<file path="src/rtl/mpmc11_pkg.sv">
`default_nettype none
// ============================================================================
// Module   : mpmc11_pkg
// Brief    : Shared controller and strip-sequencer state encodings.
// Revision : 1.0
// ============================================================================
package mpmc11_pkg;

   typedef enum logic [2:0] {
      IDLE       = 3'd0,
      WRITE_CMD  = 3'd1,
      WRITE_DATA = 3'd2,
      READ_CMD   = 3'd3,
      READ_DATA0 = 3'd4,
      READ_DATA1 = 3'd5,
      READ_DATA2 = 3'd6,
      READ_DATA3 = 3'd7
   } mpmc11_state_t;

   typedef enum logic [1:0] {
      S_IDLE = 2'd0,
      S_RUN  = 2'd1,
      S_DONE = 2'd2
   } mpmc11_strip_seq_state_t;

endpackage
`default_nettype wire

</file>
<file path="src/rtl/mpmc11_strip_idx_gen.sv">
`default_nettype none
// ============================================================================
// Module   : mpmc11_strip_idx_gen
// Brief    : Initial and next strip index for linear or wrapping bursts.
// Revision : 1.0
// ============================================================================
module mpmc11_strip_idx_gen #(
   parameter int W = 8
) (
   input  logic         load,
   input  logic [W-1:0] start_strip,
   input  logic [W-1:0] num_strips,
   input  logic [W-1:0] cur_idx,
   input  logic         wrap,
   output logic [W-1:0] next_idx
);

   localparam logic [W-1:0] c_ONE = {{(W-1){1'b0}}, 1'b1};

   always_comb begin
      next_idx = cur_idx + c_ONE;
      if (load) begin
         // A wrapping burst cannot start outside its own window.
         next_idx = (wrap && (start_strip > num_strips)) ? '0 : start_strip;
      end else if (wrap && (cur_idx == num_strips)) begin
         next_idx = '0;
      end
   end

endmodule
`default_nettype wire

</file>
<file path="src/rtl/mpmc11_resp_strip_seq.sv">
`default_nettype none
// ============================================================================
// Module   : mpmc11_resp_strip_seq
// Brief    : Read-response strip sequencer: counts beats, tracks strip index.
// Revision : 1.0
// ============================================================================
module mpmc11_resp_strip_seq
   import mpmc11_pkg::*;
#(
   parameter int W       = 8,
   parameter int WRAP_EN = 1
) (
   input  logic          clk,
   input  logic          rst,
   input  mpmc11_state_t state,
   input  logic          valid,
   input  logic [W-1:0]  num_strips,
   input  logic [W-1:0]  start_strip,
   input  logic          wrap,
   output logic [W-1:0]  strip_cnt,
   output logic [W-1:0]  strip_idx,
   output logic          first,
   output logic          last,
   output logic          busy,
   output logic          done,
   output logic          overrun
);

   localparam logic [W-1:0] c_ONE = {{(W-1){1'b0}}, 1'b1};

   mpmc11_strip_seq_state_t seq_state_q, seq_state_d;
   logic [W-1:0] cnt_q, cnt_d;
   logic [W-1:0] idx_q, idx_d;
   logic [W-1:0] num_q, num_d;
   logic         wrap_q, wrap_d;
   logic         done_q, done_d;
   logic         overrun_q, overrun_d;

   logic         w_wrap_in;
   logic         w_load;
   logic         w_at_last;
   logic [W-1:0] w_gen_num;
   logic         w_gen_wrap;
   logic [W-1:0] w_next_idx;

   generate
      if (WRAP_EN != 0) begin : g_wrap_en
         assign w_wrap_in = wrap;
      end else begin : g_wrap_dis
         logic w_unused_wrap;
         assign w_unused_wrap = wrap;
         assign w_wrap_in     = 1'b0;
      end
   endgenerate

   assign w_load     = (seq_state_q == S_IDLE) && (state == READ_DATA0);
   assign w_at_last  = (cnt_q == num_q);
   assign w_gen_num  = w_load ? num_strips : num_q;
   assign w_gen_wrap = w_load ? w_wrap_in  : wrap_q;

   mpmc11_strip_idx_gen #(
      .W (W)
   ) u_idx_gen (
      .load        (w_load),
      .start_strip (start_strip),
      .num_strips  (w_gen_num),
      .cur_idx     (idx_q),
      .wrap        (w_gen_wrap),
      .next_idx    (w_next_idx)
   );

   always_ff @(posedge clk) begin
      if (rst) begin
         seq_state_q <= S_IDLE;
         cnt_q       <= '0;
         idx_q       <= '0;
         num_q       <= '0;
         wrap_q      <= 1'b0;
         done_q      <= 1'b0;
         overrun_q   <= 1'b0;
      end else begin
         seq_state_q <= seq_state_d;
         cnt_q       <= cnt_d;
         idx_q       <= idx_d;
         num_q       <= num_d;
         wrap_q      <= wrap_d;
         done_q      <= done_d;
         overrun_q   <= overrun_d;
      end
   end

   always_comb begin
      seq_state_d = seq_state_q;
      if (state == IDLE) begin
         seq_state_d = S_IDLE;
      end else begin
         case (seq_state_q)
            S_IDLE:  if (w_load) seq_state_d = S_RUN;
            S_RUN:   if (valid && w_at_last) seq_state_d = S_DONE;
            S_DONE:  seq_state_d = S_DONE;
            default: seq_state_d = S_IDLE;
         endcase
      end
   end

   // Returning to controller IDLE wins over any beat in the same cycle.
   always_comb begin
      cnt_d     = cnt_q;
      idx_d     = idx_q;
      num_d     = num_q;
      wrap_d    = wrap_q;
      done_d    = 1'b0;
      overrun_d = overrun_q;
      if (state == IDLE) begin
         cnt_d     = '0;
         overrun_d = 1'b0;
      end else begin
         case (seq_state_q)
            S_IDLE: begin
               if (w_load) begin
                  num_d  = num_strips;
                  wrap_d = w_wrap_in;
                  cnt_d  = '0;
                  idx_d  = w_next_idx;
               end
            end
            S_RUN: begin
               if (valid) begin
                  if (w_at_last) begin
                     done_d = 1'b1;
                  end else begin
                     cnt_d = cnt_q + c_ONE;
                     idx_d = w_next_idx;
                  end
               end
            end
            S_DONE: begin
               if (valid) overrun_d = 1'b1;
            end
            default: begin
               cnt_d = '0;
            end
         endcase
      end
   end

   always_comb begin
      busy      = (seq_state_q == S_RUN);
      first     = busy && (cnt_q == '0);
      last      = busy && w_at_last;
      strip_cnt = cnt_q;
      strip_idx = idx_q;
      done      = done_q;
      overrun   = overrun_q;
   end

endmodule
`default_nettype wire

</file>
<file path="config.mk">
export PLATFORM = sky130hd
export DESIGN_NAME = mpmc11_resp_strip_seq
export DESIGN_NICKNAME = d
export VERILOG_FILES = /design/src/rtl/mpmc11_pkg.sv /design/src/rtl/mpmc11_strip_idx_gen.sv /design/src/rtl/mpmc11_resp_strip_seq.sv
export SDC_FILE = /design/constraint.sdc
export NUM_CORES = 1
export LEC_CHECK = 0
export ABC_AREA = 0
export BUFFER_PORTS_ARGS = -buffer_cell sky130_fd_sc_hd__buf_2
export CAP_MARGIN = 20
export CORE_MARGIN = 3
export CORE_UTILIZATION = 35
export DETAILED_ROUTE_END_ITERATION = 10
export GPL_ROUTABILITY_DRIVEN = 1
export PLACE_DENSITY = 0.66
export SLEW_MARGIN = 20
export SYNTH_ARGS = -nofsm -noshare
export SYNTH_HDL_FRONTEND = slang
export SYNTH_SLANG_ARGS = --single-unit
</file>
<file path="constraint.sdc">
create_clock -name clk -period 4.5 [get_ports clk]
set_input_delay 0.675 -clock clk [delete_from_list [all_inputs] [get_ports clk]]
set_output_delay 0.675 -clock clk [all_outputs]
set_load 0.05 [all_outputs]
</file>
==> reports/results.txt <==
Sw Share -> 37.9%
Initial Utilization -> 36.8%
WL final -> 4720 um
grt total ovfl -> 0
synth warn -> 0
pre-CTS WS -> 1.15 ns
r2r setup slk -> 1.30 ns
Iteration-0 DRC Markers -> 85
clk_lat worst skew -> 0.28 ns
Worst Hold Launch -> overrun
Max Clock Skew -> 0.00725 ns
hold depth -> 2
cell count after synthesis -> 230
Period Utilization, post-route -> 71.1%
crit path time final -> 3.20 ns
top cell type's share of synthesized area -> 30.5%
Final Cell Area -> 2270 um^2
Power Total -> 0.745 mW
Syn Std Cell Area -> 1910 um^2
Top Ports -> 44
internal power -> 0.463 mW
synth top area cells -> dfxtp_1 30%, ha_1 9.2%, xnor2_1 7.4%, nor2_1 6.3%, mux2i_1 4.7%
Clock Path Buffers -> 2
status -> finished, final reports clean
Flop pwr share -> 38.4%
Die Wd -> 79.8 um
headroom to the max-slew limit -> 45.7%
FF+latch count, synth -> 29
area grow syn2layout -> 19.0%
CTS tree -> yes
fmax -> 313 MHz
DIE HEIGHT -> 79.8 um
dpl hpwl -> 3670 um
final antenna diode count -> 0
fillcell total -> 528
GPL Wtd Cong -> 0.814
drt via density -> 5.09
RSZ-0062 raised after global routing -> no
hold crit path type -> flop to flop
I/O Buffers -> 43
H-tree Lvls -> 2
Logic pwr share -> 33.1%
First-pass DRT Iterations -> 4
Net Count, Synth -> 267
P per Cell Area -> 329 nW/um^2
Post-DP Area -> 2190 um^2
Setup Fix Bufs, Post-CTS -> 0
Pleak -> 0.935 nW
cells resized by post-CTS repair -> 0
Setup-failing EPs final -> 0
final hold vios -> 0
# hold bufs at CTS -> 0
Peak VDD IR -> 0.170 mV
number of global-route vias before repair -> 1652
Worst Path Max Fanout -> 7
CP required -> 4.70 ns
pins over their slew limit -> 0
Mapped Avg Cell Area -> 8.29 um^2
startpoint types -> flop
EDFF count, synth -> 0
FFs w/ async S/R, synth -> 0%
core box area -> 5170 um^2
Reg-to-Reg Start -> seq_state_q[0]
sequential element share of the synthesized area -> 30.5%
pin count of the biggest net entering global routing -> 21
Hold Path End -> overrun
Top FF cell, synth -> dfxtp_1
antenna violations before repair -> 0
Placement Rows -> 26
P_sw -> 0.283 mW
Max-cap violations -> 0
reg2reg path depth -> 11
overall routing resource usage -> 15.7%
Final Worst Setup Slack -> 1.30 ns
FF-to-FF End -> strip_idx[7]
Synth cell types -> 46
via count -> 1752
antenna-violating nets left -> 0
Worst-path clk slew -> 0.07 ns
critical path class -> flop to flop
first-pass GRT wire length -> 7890 um
routed len/inst -> 13.7 um
Final nets -> 310
Root Driver -> clkbuf_8
layout cells sized above 1 -> 21.2%
Inserted Clock Buffers -> 5
top cell type by total area after synthesis -> dfxtp_1
CTS sink cnt -> 29
Slew @ Worst Pin -> 0.808 ns
Die ar. -> 6370 um^2
clock group share of total power -> 28.5%
Crit. End Element -> flop
Residual DRC -> 0
Setup TNS -> 0 ns
worst endpoint data arrival time -> 3.39 ns
-- kinds of logic after synthesis --
logic type	after synthesis	synth area share (%)
adders and majority gates	14	9.19
muxes	9	4.73
buffers and inverters	22	5.12
DFF	29	30.5
xor gates and xnor gates	22	10.1
AOI/OAI and AO/OA	48	17.0
and+or+nand+nor	86	23.4
-- power groups by stage --
| stage | Sequential, mW | Clock [mW] | Combinational (mW) |
|---|---|---|---|
| 4_1_cts | 0.286 | 0.214 | 0.248 |
| 6_report | 0.286 | 0.212 | 0.247 |
| 3_3_place_gp | 0.292 | 0 | 0.245 |
| 3_5_place_dp | 0.292 | 0 | 0.246 |
| 2_1_floorplan | 0.312 | 0 | 0.174 |
| 5_1_grt | 0.288 | 0.229 | 0.275 |
-- state kept, by name, summed over array words and instances (netlist names) --
register,cells
wrap_q,1
overrun,1
strip_idx,8
seq_state_q,2
done,1
strip_cnt,8
num_q,8
-- layout by cell type, fill, tap and decap left out, types with 5 or more instances in the layout --
cell | Yosys | layout
nand2_1 | 14 | 14
mux2i_1 | 9 | 9
nand3_1 | 5 | 5
inv_1 | 14 | 14
ha_1 | 14 | 14
a21oi_1 | 15 | 15
nor3_1 | 6 | 6
buf_2 | 0 | 43
o32ai_1 | 6 | 6
xor2_1 | 6 | 6
clkbuf_8 | 0 | 5
nand4_1 | 7 | 7
nor2_1 | 32 | 32
xnor2_1 | 16 | 16
o21ai_0 | 7 | 7
dfxtp_1 | 29 | 29
-- synth_stat cells, types with 2 or more instances --
| master | instances |
|---|---|
| nor2_1 | 32 |
| xor2_1 | 6 |
| mux2i_1 | 9 |
| inv_1 | 14 |
| a21oi_1 | 15 |
| o21ai_1 | 2 |
| nor2b_1 | 2 |
| xnor2_1 | 16 |
| nor4_1 | 2 |
| and3_1 | 4 |
| dfxtp_1 | 29 |
| nand4_2 | 2 |
| a32o_1 | 2 |
| nand4_1 | 7 |
| clkbuf_1 | 6 |
| o32ai_1 | 6 |
| buf_6 | 2 |
| ha_1 | 14 |
| o21ai_0 | 7 |
| a21o_1 | 3 |
| nand3_1 | 5 |
| a22o_1 | 3 |
| nand2_1 | 14 |
| nor3_1 | 6 |
-- per-stage QoR --
step / utilization, % / hold WS (ns) / instances
floorplan: - / 0.446 / 230
global placement: 42.3 / 0.453 / 336
detailed placement: 42.3 / 0.460 / 336
CTS: 43.9 / 0.487 / 344
global route: 43.9 / 0.502 / 344
finish: 43.9 / 0.480 / 344
-- worst max-delay path, stage by stage, from the launching register on --
cell	delay, ns
dfxtp_1	0.33
inv_1	0.10
ha_1	0.23
nor4bb_4	0.56
mux2i_1	0.20
ha_1	0.33
and4_1	0.27
nand4_1	0.16
nor3_1	0.54
a22o_1	0.24
a21oi_1	0.04
o32ai_1	0.13
-- worst max path at each step --
| stage | startpoint | end | slack, ns | cells after the start |
|---|---|---|---|---|
| floorplan | seq_state_q[1] | first | 1.11 | 5 |
| global placement | state[1] | strip_idx[7] | 1.21 | 10 |
| detailed placement | state[1] | strip_idx[7] | 1.15 | 10 |
| CTS | seq_state_q[0] | strip_idx[7] | 1.35 | 11 |
| global route | seq_state_q[0] | strip_idx[7] | 0.93 | 11 |
| finish | seq_state_q[0] | strip_idx[7] | 1.30 | 11 |
-- metal layers --
layer	part of all wire, %	GRT usage, %	up-vias	wire [um]
li1	-	-	910	-
met1	49	20.4	801	2300
met2	45	25.6	35	2140
met3	4.7	4.06	6	222
met4	1.3	4.56	0	59
met5	0	0	-	0
-- area by class of cell --
type / instances / area [um^2] / area share (%)
well taps: 70 / 87.6 / 3.86
flip-flops and latches: 29 / 581 / 25.6
repair buffers: 44 / 223 / 9.82
multi-input cells: 179 / 1240 / 54.8
inverters: 14 / 52.6 / 2.32
clock buffers: 6 / 72.6 / 3.20
clock inverters: 2 / 10.0 / 0.441
Note: power is estimated with default switching activity, not from simulation.
